--- src/rtl/spike_acc_pkg.sv ---
// Shared FSM state encoding and default sizing for the spike accumulator.
// Optional leak is enabled with SPIKE_ACC_LEAK_EN (see spike_accumulator).
package spike_acc_pkg;

  typedef enum logic [1:0] {
    S_RECV = 2'd0,
    S_RACK = 2'd1,
    S_SEND = 2'd2,
    S_SACK = 2'd3
  } state_e;

  localparam int WIDTH_DEF     = 8;
  localparam int NUM_IN_DEF    = 5;
  localparam int ACC_W_DEF     = 13;
  localparam int THRESHOLD_DEF = 64;
  localparam int LEAK_DEF      = 4;

endpackage

--- src/rtl/sat_add.sv ---
// Unsigned adder that clamps the sum at the all-ones ACC_W value.
// Never wraps, whatever the operand widths.
module sat_add #(
  parameter int IN_W  = 9,
  parameter int ACC_W = 13
) (
  input  logic [ACC_W-1:0] acc_i,
  input  logic [IN_W-1:0]  add_i,
  output logic [ACC_W-1:0] sum_o
);

  localparam int SW = ((IN_W > ACC_W) ? IN_W : ACC_W) + 1;

  logic [SW-1:0] full;
  logic [SW-1:0] max_v;

  always_comb begin
    full  = SW'(acc_i) + SW'(add_i);
    max_v = SW'({ACC_W{1'b1}});
    if (full > max_v) begin
      sum_o = {ACC_W{1'b1}};
    end else begin
      sum_o = full[ACC_W-1:0];
    end
  end

endmodule

--- src/rtl/spike_accumulator.sv ---
// Integrate NUM_IN partial sums per timestep, fire on threshold.
// Define SPIKE_ACC_LEAK_EN to leak LEAK per non-spiking timestep.
module spike_accumulator
  import spike_acc_pkg::*;
#(
  parameter int WIDTH     = WIDTH_DEF,
  parameter int NUM_IN    = NUM_IN_DEF,
  parameter int ACC_W     = ACC_W_DEF,
  parameter int THRESHOLD = THRESHOLD_DEF,
  parameter int LEAK      = LEAK_DEF
) (
  input  logic             clk,
  input  logic             rst_n,
  input  logic             in_req,
  input  logic [WIDTH:0]   in_data,
  output logic             in_ack,
  output logic             out_req,
  output logic             out_spike,
  output logic [ACC_W-1:0] out_potential,
  input  logic             out_ack
);

  localparam int CW = (NUM_IN > 1) ? $clog2(NUM_IN) : 1;
  localparam logic [CW-1:0]    LAST   = CW'(NUM_IN - 1);
  localparam logic [ACC_W-1:0] THR_V  = ACC_W'(THRESHOLD);
  localparam logic [ACC_W-1:0] LEAK_V = ACC_W'(LEAK);

`ifdef SPIKE_ACC_LEAK_EN
  localparam bit LEAK_EN = 1'b1;
`else
  localparam bit LEAK_EN = 1'b0;
`endif

  state_e           state_q, state_d;
  logic [CW-1:0]    cnt_q, cnt_d;
  logic [ACC_W-1:0] pot_q, pot_d;
  logic             spike_q, spike_d;
  logic [ACC_W-1:0] opot_q, opot_d;

  logic [ACC_W-1:0] pot_sum;
  logic [ACC_W-1:0] pot_rest;
  logic             fire;

  sat_add #(
    .IN_W  (WIDTH + 1),
    .ACC_W (ACC_W)
  ) u_sat_add (
    .acc_i (pot_q),
    .add_i (in_data),
    .sum_o (pot_sum)
  );

  always_comb begin
    fire     = (pot_q >= THR_V);
    pot_rest = pot_q;
    if (LEAK_EN) begin
      pot_rest = (pot_q >= LEAK_V) ? (pot_q - LEAK_V) : '0;
    end
  end

  always_comb begin
    state_d = state_q;
    cnt_d   = cnt_q;
    pot_d   = pot_q;
    spike_d = spike_q;
    opot_d  = opot_q;
    unique case (state_q)
      S_RECV: begin
        if (in_req) begin
          pot_d   = pot_sum;
          state_d = S_RACK;
        end
      end
      S_RACK: begin
        if (!in_req) begin
          if (cnt_q == LAST) begin
            spike_d = fire;
            opot_d  = pot_q;
            pot_d   = fire ? '0 : pot_rest;
            cnt_d   = '0;
            state_d = S_SEND;
          end else begin
            cnt_d   = cnt_q + 1'b1;
            state_d = S_RECV;
          end
        end
      end
      S_SEND: begin
        if (out_ack) state_d = S_SACK;
      end
      S_SACK: begin
        if (!out_ack) state_d = S_RECV;
      end
      default: state_d = S_RECV;
    endcase
  end

  always_ff @(posedge clk or negedge rst_n) begin
    if (!rst_n) begin
      state_q <= S_RECV;
      cnt_q   <= '0;
      pot_q   <= '0;
      spike_q <= 1'b0;
      opot_q  <= '0;
    end else begin
      state_q <= state_d;
      cnt_q   <= cnt_d;
      pot_q   <= pot_d;
      spike_q <= spike_d;
      opot_q  <= opot_d;
    end
  end

  // Handshake outputs are pure state decodes, so reset clears them at once.
  assign in_ack        = (state_q == S_RACK);
  assign out_req       = (state_q == S_SEND);
  assign out_spike     = spike_q;
  assign out_potential = opot_q;

endmodule

--- config.mk ---
export PLATFORM = sky130hd
export DESIGN_NAME = spike_accumulator
export DESIGN_NICKNAME = d
export VERILOG_FILES = /design/src/rtl/spike_acc_pkg.sv /design/src/rtl/sat_add.sv /design/src/rtl/spike_accumulator.sv
export SDC_FILE = /design/constraint.sdc
export NUM_CORES = 1
export LEC_CHECK = 0
export BUFFER_PORTS_ARGS = -buffer_cell sky130_fd_sc_hd__buf_4
export CAP_MARGIN = 20
export CELL_PAD_IN_SITES_DETAIL_PLACEMENT = 1
export CELL_PAD_IN_SITES_GLOBAL_PLACEMENT = 2
export CORE_MARGIN = 2
export CORE_UTILIZATION = 37
export DETAILED_ROUTE_END_ITERATION = 6
export PLACE_DENSITY = 0.91
export SLEW_MARGIN = 25
export SYNTH_ARGS = -nofsm -noshare
export SYNTH_HDL_FRONTEND = slang
export SYNTH_SLANG_ARGS = --single-unit
--- constraint.sdc ---
create_clock -name clk -period 3.3 [get_ports clk]
set_input_delay 0.165 -clock clk [delete_from_list [all_inputs] [get_ports clk]]
set_output_delay 0.165 -clock clk [all_outputs]
set_load 0.05 [all_outputs]
==> Yosys cells after proc, flatten, opt, wreduce, memory -nomap -nowiden <==
Cells that the tools add are included.
{ "totals": {"ramBits": 0, "in_bits": 13, "regBits": 32, "mem_bits_ro": 0, "latch_bits": 0, "n_memories": 0} }
{ "classes": {"mux": 13, "add_sub_neg": 2, "shifts": 0, "n_div": 0, "bitwise": 1, "reduce_logical": 6, "order_cmp": 2, "mul": 0, "eq_ne": 10} }
{ "ops": {"columns": ["op", "n"], "rows": [
  ["13-bit two-way mux", 5],
  ["13-bit case mux with 2 select lines", 1],
  ["13-bit by 9-bit adder with 14-bit output", 1],
  ["14-bit by 13-bit greater-than comparator with 1-bit output, second input constant", 1],
  ["13-bit by 7-bit >= comparator with 1-bit output, second input constant", 1],
  ["2-bit two-way mux", 5],
  ["2-bit case mux with 4 select lines", 1],
  ["2-bit by 1-bit inequality test with 1-bit output, second input constant", 3],
  ["2-bit inequality test, second input constant", 3],
  ["5-bit AND reduction", 1],
  ["2-bit == test, second input constant", 2],
  ["4-bit AND reduction", 1],
  ["3-bit by 1-bit adder with 3-bit output, second input constant", 1],
  ["3-bit == test, second input constant", 1],
  ["3-bit two-way mux", 1],
  ["3-bit AND reduction", 1],
  ["2-bit by 1-bit == test with 1-bit output, second input constant", 1],
  ["2-bit logical NOT", 1],
  ["2-bit AND reduction", 1],
  ["2-bit nonzero test", 1],
  ["1-bit NOT", 1]
]} }

==> Logic depth before layout (Yosys ltp) <==
{ "logic_depth": {"depth_word": 5, "depth_mapped": 8, "mapped_depth_nobuf": 8} }

==> By module <==
Synthesis repeated with hierarchy kept, for this count alone.
{ "unflattened": {"cells_unflattened": 193, "area_unflattened_um2": 1974.4} }
{ "by_module_without_submodules": {"columns": ["mod", "n_inst", "cells_per_inst", "seq_area_each_um2", "area_per_inst_um2"], "rows": [
  ["spike_accumulator", 1, 105, 800.8, 1382.6],
  ["sat_add", 1, 88, 0.0, 591.8]
]} }

==> Worst setup path before layout <==
OpenSTA, ideal clock, no wires.
{ "synth_timing": {"path_type": "reg2reg", "startpoint": "register pot_q[1]", "endpoint": "register pot_q[11]", "n_path_buf": 1, "setup_ps": 135, "setup_slack_ps": 1504, "synth_period_minus_slack_ps": 1796, "required_time_ps": 3165, "path_stages_with_launch": 8, "arrival_time_ps": 1661, "path_cell_list": "dfrtp_1 -> ha_1 -> a211oi_2 -> o21ai_2 -> a31o_2 -> buf_6 -> a41oi_2 -> a211oi_2"} }
{ "synth_via": {"elab_chain_cells": 5, "word_cells_on_any_way": 8, "cone_classes": "add/sub (1); order compare (2); eq/ne (1); mux (3); reduce/logical (1)"} }
{ "synth_lines": {"columns": ["element", "line_no", "rtl"], "rows": [
  ["start, declared", "spike_accumulator.sv:36", "logic [ACC_W-1:0] pot_q, pot_d;"],
  ["start signal, assigned", "spike_accumulator.sv:108", "pot_q <= pot_d;"],
  ["13-bit by 9-bit adder with 14-bit output", "sat_add.sv:18", "full = SW'(acc_i) + SW'(add_i);"],
  ["14-bit by 13-bit greater-than comparator with 1-bit output", "sat_add.sv:20", "if (full > max_v) begin"],
  ["13-bit two-way mux", "sat_add.sv:20", null],
  ["13-bit two-way mux", "spike_accumulator.sv:69", "if (in_req) begin"],
  ["13-bit case mux with 2 select lines", "spike_accumulator.sv:67", "unique case (state_q)"]
]} }
Several ways; a longest one is shown, not always the timed one. The select of a mux whose other input is x is not followed.
A chain may end at the register's enable or synchronous reset.

==> Final worst setup path <==
{ "layout_timing": {"startpoint": "register pot_q[5]", "endpoint": "register pot_q[12]"} }
The elaborated chain is that of the path after synthesis.

==> impl_results.md <==
- Outcome: complete, no violations
- Post-CTS sizing: 0
- Sequential share of power: 31.6%
- Cell variety after synth: 44
- Yosys warns: 0
- Mux contribution to synthesized area: 0.606%
- Crit Path Class: reg -> reg
- Setup TNS: 0 ps
- R2R Path Start: pot_q[5]$_DFFE_PN0P_
- Chip Width: 74.9 um
- # DRC: 0
- First-pass GRT wire length: 7.38 mm
- Root Buffer: clkbuf_8
- Setup bufs post-CTS: 0
- Pwr/cell area: 1060 nW/um2
- GPL Wtd Cong: 0.730
- Initial detailed-routing violation count: 41
- Share of layout cells above drive strength 1: 21.3%
- Largest net degree at the start of global routing: 33
- Critical path capture point type: flop
- Simple-gate portion of the synthesized area: 20.5%
- Synth Flop Type: dfrtp_1
- Total GRT Usage: 17.3%
- Max Fanout on Critical Path: 5
- Reg-to-reg endpoint: pot_q[12]$_DFFE_PN0P_
- Routed len/inst: 14.2 um
- Placed wire-length estimate: 3.15 mm
- Cts bufs inserted: 5
- Final Slew Violations: 0
- Fin crit period: 2010 ps
- Worst vdd ir: 483 uV
- Syn Nets: 225
- Row cnt: 25
- F_max: 0.496 GHz
- Area of the multi-input gates: 983 um2
- Sequential share of the synthesized area: 43.1%
- Worst skew pair latency: 280 ps
- RSZ-0062 raised after global routing: false
- # hold bufs at CTS: 1
- Post-synthesis xor/xnor area fraction: 2.83%
- Total clock sinks: 32
- Mean Syn Cell Area: 9.30 um2
- Period utilization: 61.0%
- Startpoint Class: flop
- Final hold violation count: 0
- Worst slew margin: 63.3%
- Synth-to-Final Area Change: 21.3%
- Setup Skew: 8.72 ps
- R2R cell count: 6
- Worst-margin pin slew: 549 ps
- Synth Cell Area: 1860 um2
- Register Area: 801 um2
- Final nets: 254
- Clk pwr share: 17.1%
- Post-synthesis compound-gate area fraction: 20.5%
- Largest family of logic cells by synthesized area: simple AND/OR/NAND/NOR gates
- Part of the power in combinational logic: 51.3%
- Vias in the first global route: 1573
- #FFs+latches synth: 32
- Initial antenna violation count: 0
- Post-synth EDFFs: 0
- Pint: 0.00130 W
- Leak: 1.07 nW
- Fraction of registers with async set/reset: 100%
- Die area: 5610 um2
- CTS HTree Levels: 2
- Psw: 0.00109 W
- Clk buf depth: 2
- DRT Pass-1 Iters: 4
- Most frequent cells in the layout: nand2_1, dfrtp_1, buf_4
- Port bufs: 28
- Post-Syn Instances: 200
- CTS tree: built
- Core footprint: 4790 um2
- Flop-to-flop setup slack: 1290 ps
- Post-route ant nets: 0
- Setup violations, final: 0
- Filler instances: 576
- Max Cap Viol: 0
- Fraction of the mapped netlist area in adder cells: 8.48%
- Final wirelength: 4.23 mm
- Hold Startpoint: out_ack
- Sw Ratio: 45.6%
- WP data required: 3510 ps
- Via count: 1564
- Leading cell type in the layout, fill and taps excluded: nand2_1
- Initial Utilization: 38.8%
- Die height: 74.9 um
- Min Hold Slack: 110 ps
- # IOs: 29
- Worst Hold Depth: 3
- Remaining global-route overflow: 0
- Min-Delay Path Class: in -> reg
- Worst-path clk slew: 70 ps
- Vias per cell: 5.27
- Ant. Diodes: 0
- CP Data Arrival Time: 2220 ps
metal layers:
metal	up-vias	global-route usage (%)	share of wire [%]
li1	758	-	-
met1	770	22.9	48
met2	31	28.7	47
met3	5	4.42	3.9
met4	0	3.57	0.66
met5	-	0	0
how the worst max path moves through the flow:
stage / startpoint / end / slack [ps] / depth (start not counted)
4_1_cts: pot_q[0]$_DFFE_PN0P_ / pot_q[12]$_DFFE_PN0P_ / 1270 / 8
2_1_floorplan: pot_q[1]$_DFFE_PN0P_ / pot_q[11]$_DFFE_PN0P_ / 1500 / 7
3_5_place_dp: pot_q[0]$_DFFE_PN0P_ / pot_q[12]$_DFFE_PN0P_ / 1290 / 8
3_3_place_gp: pot_q[0]$_DFFE_PN0P_ / pot_q[12]$_DFFE_PN0P_ / 1350 / 8
5_1_grt: pot_q[0]$_DFFE_PN0P_ / pot_q[10]$_DFFE_PN0P_ / 1070 / 8
6_report: pot_q[5]$_DFFE_PN0P_ / pot_q[12]$_DFFE_PN0P_ / 1290 / 6
cell usage after synthesis (3+ instances only):
| master | count | area (um2) |
|---|---|---|
| and3_1 | 3 | 18.8 |
| dfrtp_1 | 32 | 801 |
| nor2_1 | 7 | 26.3 |
| inv_1 | 7 | 26.3 |
| a31oi_1 | 4 | 25.0 |
| o2bb2ai_1 | 6 | 52.6 |
| a21oi_1 | 15 | 75.1 |
| buf_2 | 3 | 15.0 |
| o21ai_0 | 7 | 35.0 |
| ha_1 | 11 | 138 |
| nand2_1 | 48 | 180 |
| nand3_1 | 8 | 40.0 |
| xnor2_1 | 4 | 35.0 |
| clkbuf_1 | 4 | 15.0 |
| a211oi_2 | 3 | 37.5 |
flip-flops by register name (all words and copies together), names as in the netlist, named ones only:
register	count
out_potential	13
pot_q	13
cnt_q	3
out_spike	1
state_q	1
cells by family after synthesis:
family | after synthesis
flops | 32
xor+xnor | 6
compound gates | 53
buf+inv | 16
mux | 1
fa+ha+maj | 12
simple gates | 80
through the flow:
| stage | instances | area, um2 | power [W] | setup slack (ps) | util [%] |
|---|---|---|---|---|---|
| floorplan | 200 | 1860 | 0.00169 | 1500 | - |
| finish | 297 | 2260 | 0.00240 | 1290 | 47.1 |
| CTS | 297 | 2260 | 0.00243 | 1270 | 47.1 |
| global placement | 288 | 2120 | 0.00198 | 1350 | 44.3 |
| global route | 297 | 2260 | 0.00259 | 1070 | 47.1 |
| detailed placement | 288 | 2120 | 0.00201 | 1290 | 44.3 |
worst max-delay path: stages, from the launching register on:
cell and delay (ps):
dfrtp_1 420, ha_1 370, a21oi_1 210, nor3b_1 360, a21oi_1 160, a211o_1 330
nand4_1 100
final cells by class:
class | instances | area share [%]
clock buffer | 7 | 4.27
timing repair buffer | 31 | 10.4
multi-input combinational | 152 | 43.6
tap | 67 | 3.72
clock inverter | 1 | 1.33
sequential | 32 | 35.5
inverter | 7 | 1.16
power by group through the flow:
stage / Combinational, W / Sequential (W) / Clock (W)
4_1_cts: 0.00125 / 0.000759 / 0.000421
3_3_place_gp: 0.00122 / 0.000760 / 0
2_1_floorplan: 0.000737 / 0.000949 / 0
3_5_place_dp: 0.00124 / 0.000766 / 0
6_report: 0.00123 / 0.000757 / 0.000410
5_1_grt: 0.00137 / 0.000787 / 0.000437
Note: power is estimated with default switching activity, not from simulation.
